[config.mk]
export PLATFORM = sky130hd
export DESIGN_NAME = kmeans_image_tx_flat
export DESIGN_NICKNAME = d
export VERILOG_FILES = /design/src/rtl/kmeans_pkg.sv /design/src/rtl/kmeans_image_tx_if.sv /design/src/rtl/tx_skid_fifo.sv /design/src/rtl/kmeans_image_tx.sv /design/src/flat_wrapper.sv
export SDC_FILE = /design/constraint.sdc
export NUM_CORES = 1
export LEC_CHECK = 0
export ABC_CLOCK_PERIOD_IN_PS = 7500
export CAP_MARGIN = 20
export CORE_ASPECT_RATIO = 0.75
export CORE_MARGIN = 2
export CORE_UTILIZATION = 57
export CTS_CLUSTER_DIAMETER = 150
export DETAILED_ROUTE_END_ITERATION = 6
export PLACE_DENSITY = 0.83
export SKIP_LAST_GASP = 1
export SYNTH_ARGS = -nofsm -noshare
export SYNTH_HDL_FRONTEND = slang
export SYNTH_SLANG_ARGS = --single-unit
[constraint.sdc]
create_clock -name clk -period 7.5 [get_ports clk]
set_input_delay 1.5 -clock clk [delete_from_list [all_inputs] [get_ports clk]]
set_output_delay 1.5 -clock clk [all_outputs]
set_load 0.01 [all_outputs]
[src/rtl/kmeans_pkg.sv]
// Shared constants, state encoding and header packing for the k-means pixel-stream source.
package kmeans_pkg;

  localparam int PIX_W     = 24;
  localparam int K_MAX     = 16;
  localparam int HDR_K_MSB = 23;
  localparam int HDR_K_LSB = 20;
  localparam int HDR_N_MSB = 19;
  localparam int HDR_N_W   = HDR_N_MSB + 1;
  localparam int HDR_K_W   = HDR_K_MSB - HDR_K_LSB + 1;

  typedef enum logic [1:0] {
    ST_IDLE   = 2'd0,
    ST_HEADER = 2'd1,
    ST_STREAM = 2'd2,
    ST_DONE   = 2'd3
  } tx_state_e;

  function automatic logic k_legal(input logic [4:0] k);
    return (k != 5'd0) && (k <= 5'(K_MAX));
  endfunction

  // k=16 wraps to 4'hF in the header field, which is the intended "k-1" encoding.
  function automatic logic [PIX_W-1:0] make_header(input logic [4:0] k,
                                                   input logic [HDR_N_W-1:0] n);
    logic [PIX_W-1:0] hdr;
    hdr = '0;
    hdr[HDR_K_MSB:HDR_K_LSB] = HDR_K_W'(k - 5'd1);
    hdr[HDR_N_MSB:0]         = n;
    return hdr;
  endfunction

endpackage

[src/rtl/kmeans_image_tx_if.sv]
// 24-bit valid/ready pixel stream with the newImage header marker.
interface kmeans_image_tx_if;
  import kmeans_pkg::*;

  logic [PIX_W-1:0] tx_data;
  logic             tx_valid;
  logic             tx_ready;
  logic             newImage;

  modport master (output tx_data, output tx_valid, output newImage, input tx_ready);
  modport slave  (input tx_data, input tx_valid, input newImage, output tx_ready);

endinterface

[src/rtl/tx_skid_fifo.sv]
// Two-entry buffer whose head entry is a flop, so the stream data never passes through a mux.
module tx_skid_fifo
  import kmeans_pkg::*;
(
  input  logic             clk,
  input  logic             reset,
  input  logic             push,
  input  logic [PIX_W-1:0] din,
  input  logic             pop,
  output logic [PIX_W-1:0] dout,
  output logic             full,
  output logic             empty,
  output logic [1:0]       count
);

  logic [PIX_W-1:0] head_q, head_d;
  logic [PIX_W-1:0] tail_q, tail_d;
  logic [1:0]       count_q, count_d;
  logic             do_pop, do_push;

  always_comb begin
    do_pop  = pop && (count_q != 2'd0);
    do_push = push && ((count_q != 2'd2) || do_pop);
    head_d  = head_q;
    tail_d  = tail_q;
    count_d = count_q;
    case ({do_push, do_pop})
      2'b01: begin
        head_d  = tail_q;
        count_d = count_q - 2'd1;
      end
      2'b10: begin
        if (count_q == 2'd0) head_d = din;
        else                 tail_d = din;
        count_d = count_q + 2'd1;
      end
      2'b11: begin
        if (count_q == 2'd1) begin
          head_d = din;
        end else begin
          head_d = tail_q;
          tail_d = din;
        end
      end
      default: ;
    endcase
  end

  always_ff @(posedge clk or negedge reset) begin
    if (!reset) begin
      head_q  <= '0;
      tail_q  <= '0;
      count_q <= 2'd0;
    end else begin
      head_q  <= head_d;
      tail_q  <= tail_d;
      count_q <= count_d;
    end
  end

  assign dout  = head_q;
  assign count = count_q;
  assign full  = (count_q == 2'd2);
  assign empty = (count_q == 2'd0);

endmodule

[src/rtl/kmeans_image_tx.sv]
// Sends a K/N header then streams N pixels from a synchronous image RAM over valid/ready.
//   state  | meaning
//   IDLE   | waiting for a legal start
//   HEADER | header word on the bus, first RAM read issued
//   STREAM | prefetching pixels into the buffer, sending in address order
//   DONE   | one-cycle done pulse
module kmeans_image_tx
  import kmeans_pkg::*;
#(
  parameter int ADDR_W = 16
) (
  input  logic                  clk,
  input  logic                  reset,
  input  logic                  start,
  input  logic [ADDR_W-1:0]     num_pixels,
  input  logic [4:0]            k,
  output logic                  mem_rd_en,
  output logic [ADDR_W-1:0]     mem_addr,
  input  logic [PIX_W-1:0]      mem_rdata,
  kmeans_image_tx_if.master     tx,
  output logic                  busy,
  output logic                  done,
  output logic                  err
);

  tx_state_e        state_q, state_d;
  logic [ADDR_W-1:0] n_q, n_d;
  logic [ADDR_W-1:0] addr_q, addr_d;
  logic [ADDR_W-1:0] left_q, left_d;
  logic              rvalid_q, rvalid_d;
  logic              newimg_q, newimg_d;
  logic              busy_q, busy_d;
  logic              done_q, done_d;
  logic              err_q, err_d;

  logic              fifo_full, fifo_empty;
  logic [1:0]        fifo_count;
  logic              fifo_push;
  logic [PIX_W-1:0]  fifo_din;
  logic              tx_valid;
  logic              pop;
  logic              accept;
  logic              rd_en;
  logic [2:0]        slots;

  tx_skid_fifo u_fifo (
    .clk   (clk),
    .reset (reset),
    .push  (fifo_push),
    .din   (fifo_din),
    .pop   (pop),
    .dout  (tx.tx_data),
    .full  (fifo_full),
    .empty (fifo_empty),
    .count (fifo_count)
  );

  // The read strobe looks at this cycle's pop so a 2-entry buffer still sustains 1 pixel/cycle.
  always_comb begin
    tx_valid  = !fifo_empty;
    pop       = tx_valid && tx.tx_ready;
    accept    = (state_q == ST_IDLE) && start && k_legal(k);
    slots     = 3'(fifo_count) + 3'(rvalid_q) - 3'(pop);
    rd_en     = ((state_q == ST_HEADER) || (state_q == ST_STREAM)) &&
                (addr_q < n_q) && !fifo_full && (slots < 3'd2);
    fifo_push = accept || rvalid_q;
    fifo_din  = rvalid_q ? mem_rdata : make_header(k, HDR_N_W'(num_pixels));
  end

  always_comb begin
    state_d  = state_q;
    n_d      = n_q;
    addr_d   = addr_q;
    left_d   = left_q;
    newimg_d = newimg_q;
    err_d    = 1'b0;
    rvalid_d = rd_en;
    case (state_q)
      ST_IDLE: begin
        if (start) begin
          if (accept) begin
            state_d  = ST_HEADER;
            n_d      = num_pixels;
            left_d   = num_pixels;
            addr_d   = '0;
            newimg_d = 1'b1;
          end else begin
            err_d = 1'b1;
          end
        end
      end
      ST_HEADER: begin
        if (pop) begin
          newimg_d = 1'b0;
          state_d  = (n_q == '0) ? ST_DONE : ST_STREAM;
        end
      end
      ST_STREAM: begin
        if (pop) begin
          left_d = left_q - 1'b1;
          if (left_q == ADDR_W'(1)) state_d = ST_DONE;
        end
      end
      ST_DONE: state_d = ST_IDLE;
      default: state_d = ST_IDLE;
    endcase
    if (rd_en) addr_d = addr_q + 1'b1;
    busy_d = (state_d == ST_HEADER) || (state_d == ST_STREAM);
    done_d = (state_d == ST_DONE);
  end

  always_ff @(posedge clk or negedge reset) begin
    if (!reset) begin
      state_q  <= ST_IDLE;
      n_q      <= '0;
      addr_q   <= '0;
      left_q   <= '0;
      rvalid_q <= 1'b0;
      newimg_q <= 1'b0;
      busy_q   <= 1'b0;
      done_q   <= 1'b0;
      err_q    <= 1'b0;
    end else begin
      state_q  <= state_d;
      n_q      <= n_d;
      addr_q   <= addr_d;
      left_q   <= left_d;
      rvalid_q <= rvalid_d;
      newimg_q <= newimg_d;
      busy_q   <= busy_d;
      done_q   <= done_d;
      err_q    <= err_d;
    end
  end

  assign tx.tx_valid = tx_valid;
  assign tx.newImage = newimg_q;
  assign mem_rd_en   = rd_en;
  assign mem_addr    = addr_q;
  assign busy        = busy_q;
  assign done        = done_q;
  assign err         = err_q;

endmodule

[src/flat_wrapper.sv]
// flat-port wrapper written by rule: the top's interface ports become plain ports
module kmeans_image_tx_flat import kmeans_pkg::*;
#(
  parameter int ADDR_W = 16
)
  (clk, reset, start, num_pixels, k, mem_rd_en, mem_addr, mem_rdata, busy, done, err, tx_tx_data, tx_tx_valid, tx_newImage, tx_tx_ready);
  kmeans_image_tx_if tx_i ();
  input  logic clk;
  input  logic reset;
  input  logic start;
  input  logic [ADDR_W-1:0] num_pixels;
  input  logic [4:0] k;
  output logic mem_rd_en;
  output logic [ADDR_W-1:0] mem_addr;
  input  logic [PIX_W-1:0] mem_rdata;
  output logic busy;
  output logic done;
  output logic err;
  output wire logic [$bits(tx_i.tx_data)-1:0] tx_tx_data;
  output wire logic [$bits(tx_i.tx_valid)-1:0] tx_tx_valid;
  output wire logic [$bits(tx_i.newImage)-1:0] tx_newImage;
  input wire logic [$bits(tx_i.tx_ready)-1:0] tx_tx_ready;
  assign tx_tx_data = tx_i.tx_data;
  assign tx_tx_valid = tx_i.tx_valid;
  assign tx_newImage = tx_i.newImage;
  assign tx_i.tx_ready = tx_tx_ready;
  kmeans_image_tx #(.ADDR_W(ADDR_W)) u_core (.clk(clk), .reset(reset), .start(start), .num_pixels(num_pixels), .k(k), .mem_rd_en(mem_rd_en), .mem_addr(mem_addr), .mem_rdata(mem_rdata), .tx(tx_i), .busy(busy), .done(done), .err(err));
endmodule
==> results.yml <==
sta:
  fin_skew_ps: 7.937
  setup_viol: 0
  fin_crit_ps: 6318
  rsz0062_at_grt: "false"
  hold_ws_ps: 488.4
  slew_headroom: 0.3529
  tightest_slew_ps: 967.9
  fin_tns_setup_ps: 0
  max_freq_mhz: 158.3
  fin_crit_sh: 0.8424
  final-hold-violation-count: 0
  fin_ws_ps: 1182
  slew_violations: 0
global_route:
  grt_pass1_wl_um: 25030
  antenna_found_initial: 0
  grt_pass1_vias: 5066
  grt_overflow: 0
  grt_usage: 0.2847
  grt_max_degree: 60
routing:
  vias_per_cell: 6.188
  via_count: 5210
  drt_iter0_drc: 612
  drtPass1Iterations: 6
  drt.antenna.violating_nets: 0
  wl_per_cell_um: 18.07
  drc: 0
  wirelength_um: 15220
setup_path:
  reg2reg_to: "u_core.mem_addr[8]$_DFFE_PN0P_"
  path_cells: "clkdlybuf4s50_1, nand2_2, inv_1, ha_1, nor2_1, fa_1, or4b_1, a211o_1, a211oi_2, clkdlybuf4s50_1"
  rr_startpoint: "u_core.u_fifo.count[1]$_DFFE_PN0P_"
  critPathRequiredTime_ps: 6000
  critPathLaunchType: "input port"
  crit_type: "in -> out"
  r2r_slack_ps: 3300
  cp-end-kind: "output pin"
  critPathMostFrequentCell: "clkdlybuf4s50_1"
  worstPathArrival_ps: 4820
  crit_slowest_cell: "clkdlybuf4s50_1"
  r2r_cells: 14
  max_stage_delay_ps: 580
  critPathMaxFanout: 9
yosys:
  netlist.area_leader.share: 0.4505
  synth_cells: 627
  yosys-top-cells-area: "dfrtp_1, ha_1, nand2_1"
  synth_top_cell_by_area: "dfrtp_1"
  ys.flop_type: "dfrtp_1"
  synth_fp_nets: 705
  synth_area_um2: 5833
  ys_seq_area_frac: 0.4505
  async_reset_ff_frac: 1.000
  syn-mean-instance-area_um2: 9.303
  synth_cell_type_count: 61
  ys_warn_count: 0
  synth_edf_count: 0
  postSynthRegisterBits: 105
power:
  comb_power_share: 0.450
  p_sw_frac: 0.3925
  power.switching_uw: 1066
  power_density_nw_per_um2: 377.9
  finalPower_uw: 2715
  leakage_uw: 0.003228
  intPower_uw: 1650
  vdd_drop_max_v: 0.0002157
  pwr-share-clk: 0.195
  sequentialPowerShare: 0.355
cells_and_area:
  drive_gt1_frac: 0.05352
  final_common_cell: "dfrtp_1"
  area_growth_pct: 23.17
  diodes: 0
  fillCellCount: 694
  final_cell_mix: "dfrtp_1, clkdlybuf4s50_1, nand2_1, o21ai_0, nor2_1"
  nets: 783
  multi_input_area_um2: 2943
  register_area_um2: 2628
clocking:
  cts_tree: "built"
  cts_setup_buffers: 0
  cts_buffer_depth: 2
  cts_root_buf: "clkbuf_16"
  insertion_delay_ps: 350
  cts_sinks: 105
  cts.htree.levels: 3
  path_clk_slew_ps: 70
  cts-resized-gates: 0
  postCtsHoldBufs: 0
  cts_buffers: 9
place:
  post-dp-hpwl_um: 10660
  io_buffer_count: 94
  gp_congestion: 0.8791
  place_worst_setup_slack_ps: 1196
worst_hold_path:
  min_from: "u_core.u_fifo.tail_q[8]$_DFFE_PN0P_"
  hold_class: "reg -> reg"
  hold_end: "u_core.u_fifo.dout[8]$_DFFE_PN0P_"
  hold_depth: 1
die:
  die_y_um: 91.61
  fp-row-count: 31
  chipWidth_um: 120.8
  start_util: 0.5944
  coreArea_um2: 9813
  io_pins: 95
  fp.dieArea_um2: 11070
outcome:
  status: "complete, no violations"
flow_run:
  drv_cap: 0
cell type report:
type / instances / area share
clock inverter: 5 / 0.01184
clock buffer: 11 / 0.03518
multi-input combinational: 457 / 0.4096
inverter: 30 / 0.01567
sequential: 105 / 0.3657
tap: 132 / 0.02299
timing repair buffer: 102 / 0.1390
sequential cells by signal, summed over array words and instances, names as in the netlist, 2 cells and up:
signal / flops
u_core.state_q: 2
u_core.u_fifo.tail_q: 24
u_core.left_q: 16
u_core.u_fifo.count: 2
u_core.n_q: 16
u_core.mem_addr: 16
u_core.u_fifo.dout: 24
critical path, delay by kind of cell:
family          cells  cell delay, ps
buf+inv             3            1270
fa+ha+maj           2             700
compound gates      2             590
simple gates        3             770
cell usage after synthesis, drive strengths merged, types with 10 or more instances:
| library cell | count |
|---|---|
| a21oi | 23 |
| o31ai | 19 |
| nor3 | 10 |
| mux2i | 21 |
| nand2 | 93 |
| nand3 | 17 |
| a211o | 25 |
| clkbuf | 24 |
| ha | 28 |
| o21ai | 58 |
| buf | 11 |
| dfrtp | 105 |
| nor2 | 44 |
| inv | 29 |
routing by layer:
layer | track usage | vias up | wire, µm | share of wire
met5 | 0 | - | 0 | 0
met4 | 0.09787 | 0 | 297 | 0.020
met3 | 0.05473 | 25 | 1019 | 0.067
met2 | 0.4506 | 218 | 7164 | 0.47
met1 | 0.3952 | 2558 | 6733 | 0.44
li1 | - | 2409 | - | -
worst max path at each step:
| stage | slack (ps) | endpoint | start | depth (start not counted) |
|---|---|---|---|---|
| after floorplan | 2150 | mem_rd_en | tx_tx_ready | 10 |
| after global placement | 1260 | mem_rd_en | tx_tx_ready | 10 |
| after detailed placement | 1200 | mem_rd_en | tx_tx_ready | 10 |
| after CTS | 1170 | mem_rd_en | tx_tx_ready | 10 |
| after global routing | 990 | mem_rd_en | tx_tx_ready | 10 |
| final | 1180 | mem_rd_en | tx_tx_ready | 10 |
kinds of logic (layout without fill, tap and decap cells):
family,Yosys count,count (layout),synth area share
and+or+nand+nor,217,217,0.1746
AOI/OAI and AO/OA,179,179,0.2126
DFF,105,105,0.4505
buffers and inverters,65,148,0.04547
adders and majority gates,29,29,0.06349
muxes,23,23,0.03990
xor gates and xnor gates,9,9,0.01351
power by group through the flow:
stage | Sequential (µW) | Combinational [µW] | Clock, µW
global route | 986 | 1350 | 560
finish | 963 | 1220 | 531
CTS | 956 | 1210 | 533
detailed placement | 964 | 1200 | 0
floorplan | 958 | 790 | 0
global placement | 950 | 1140 | 0
per-stage QoR:
stage	util	cell area, µm²	cells
after floorplan	-	5833	627
after global placement	0.6977	6847	826
after detailed placement	0.6977	6847	826
after CTS	0.7321	7184	842
after global routing	0.7321	7184	842
final	0.7321	7184	842
(Power assumes the default switching activity.)
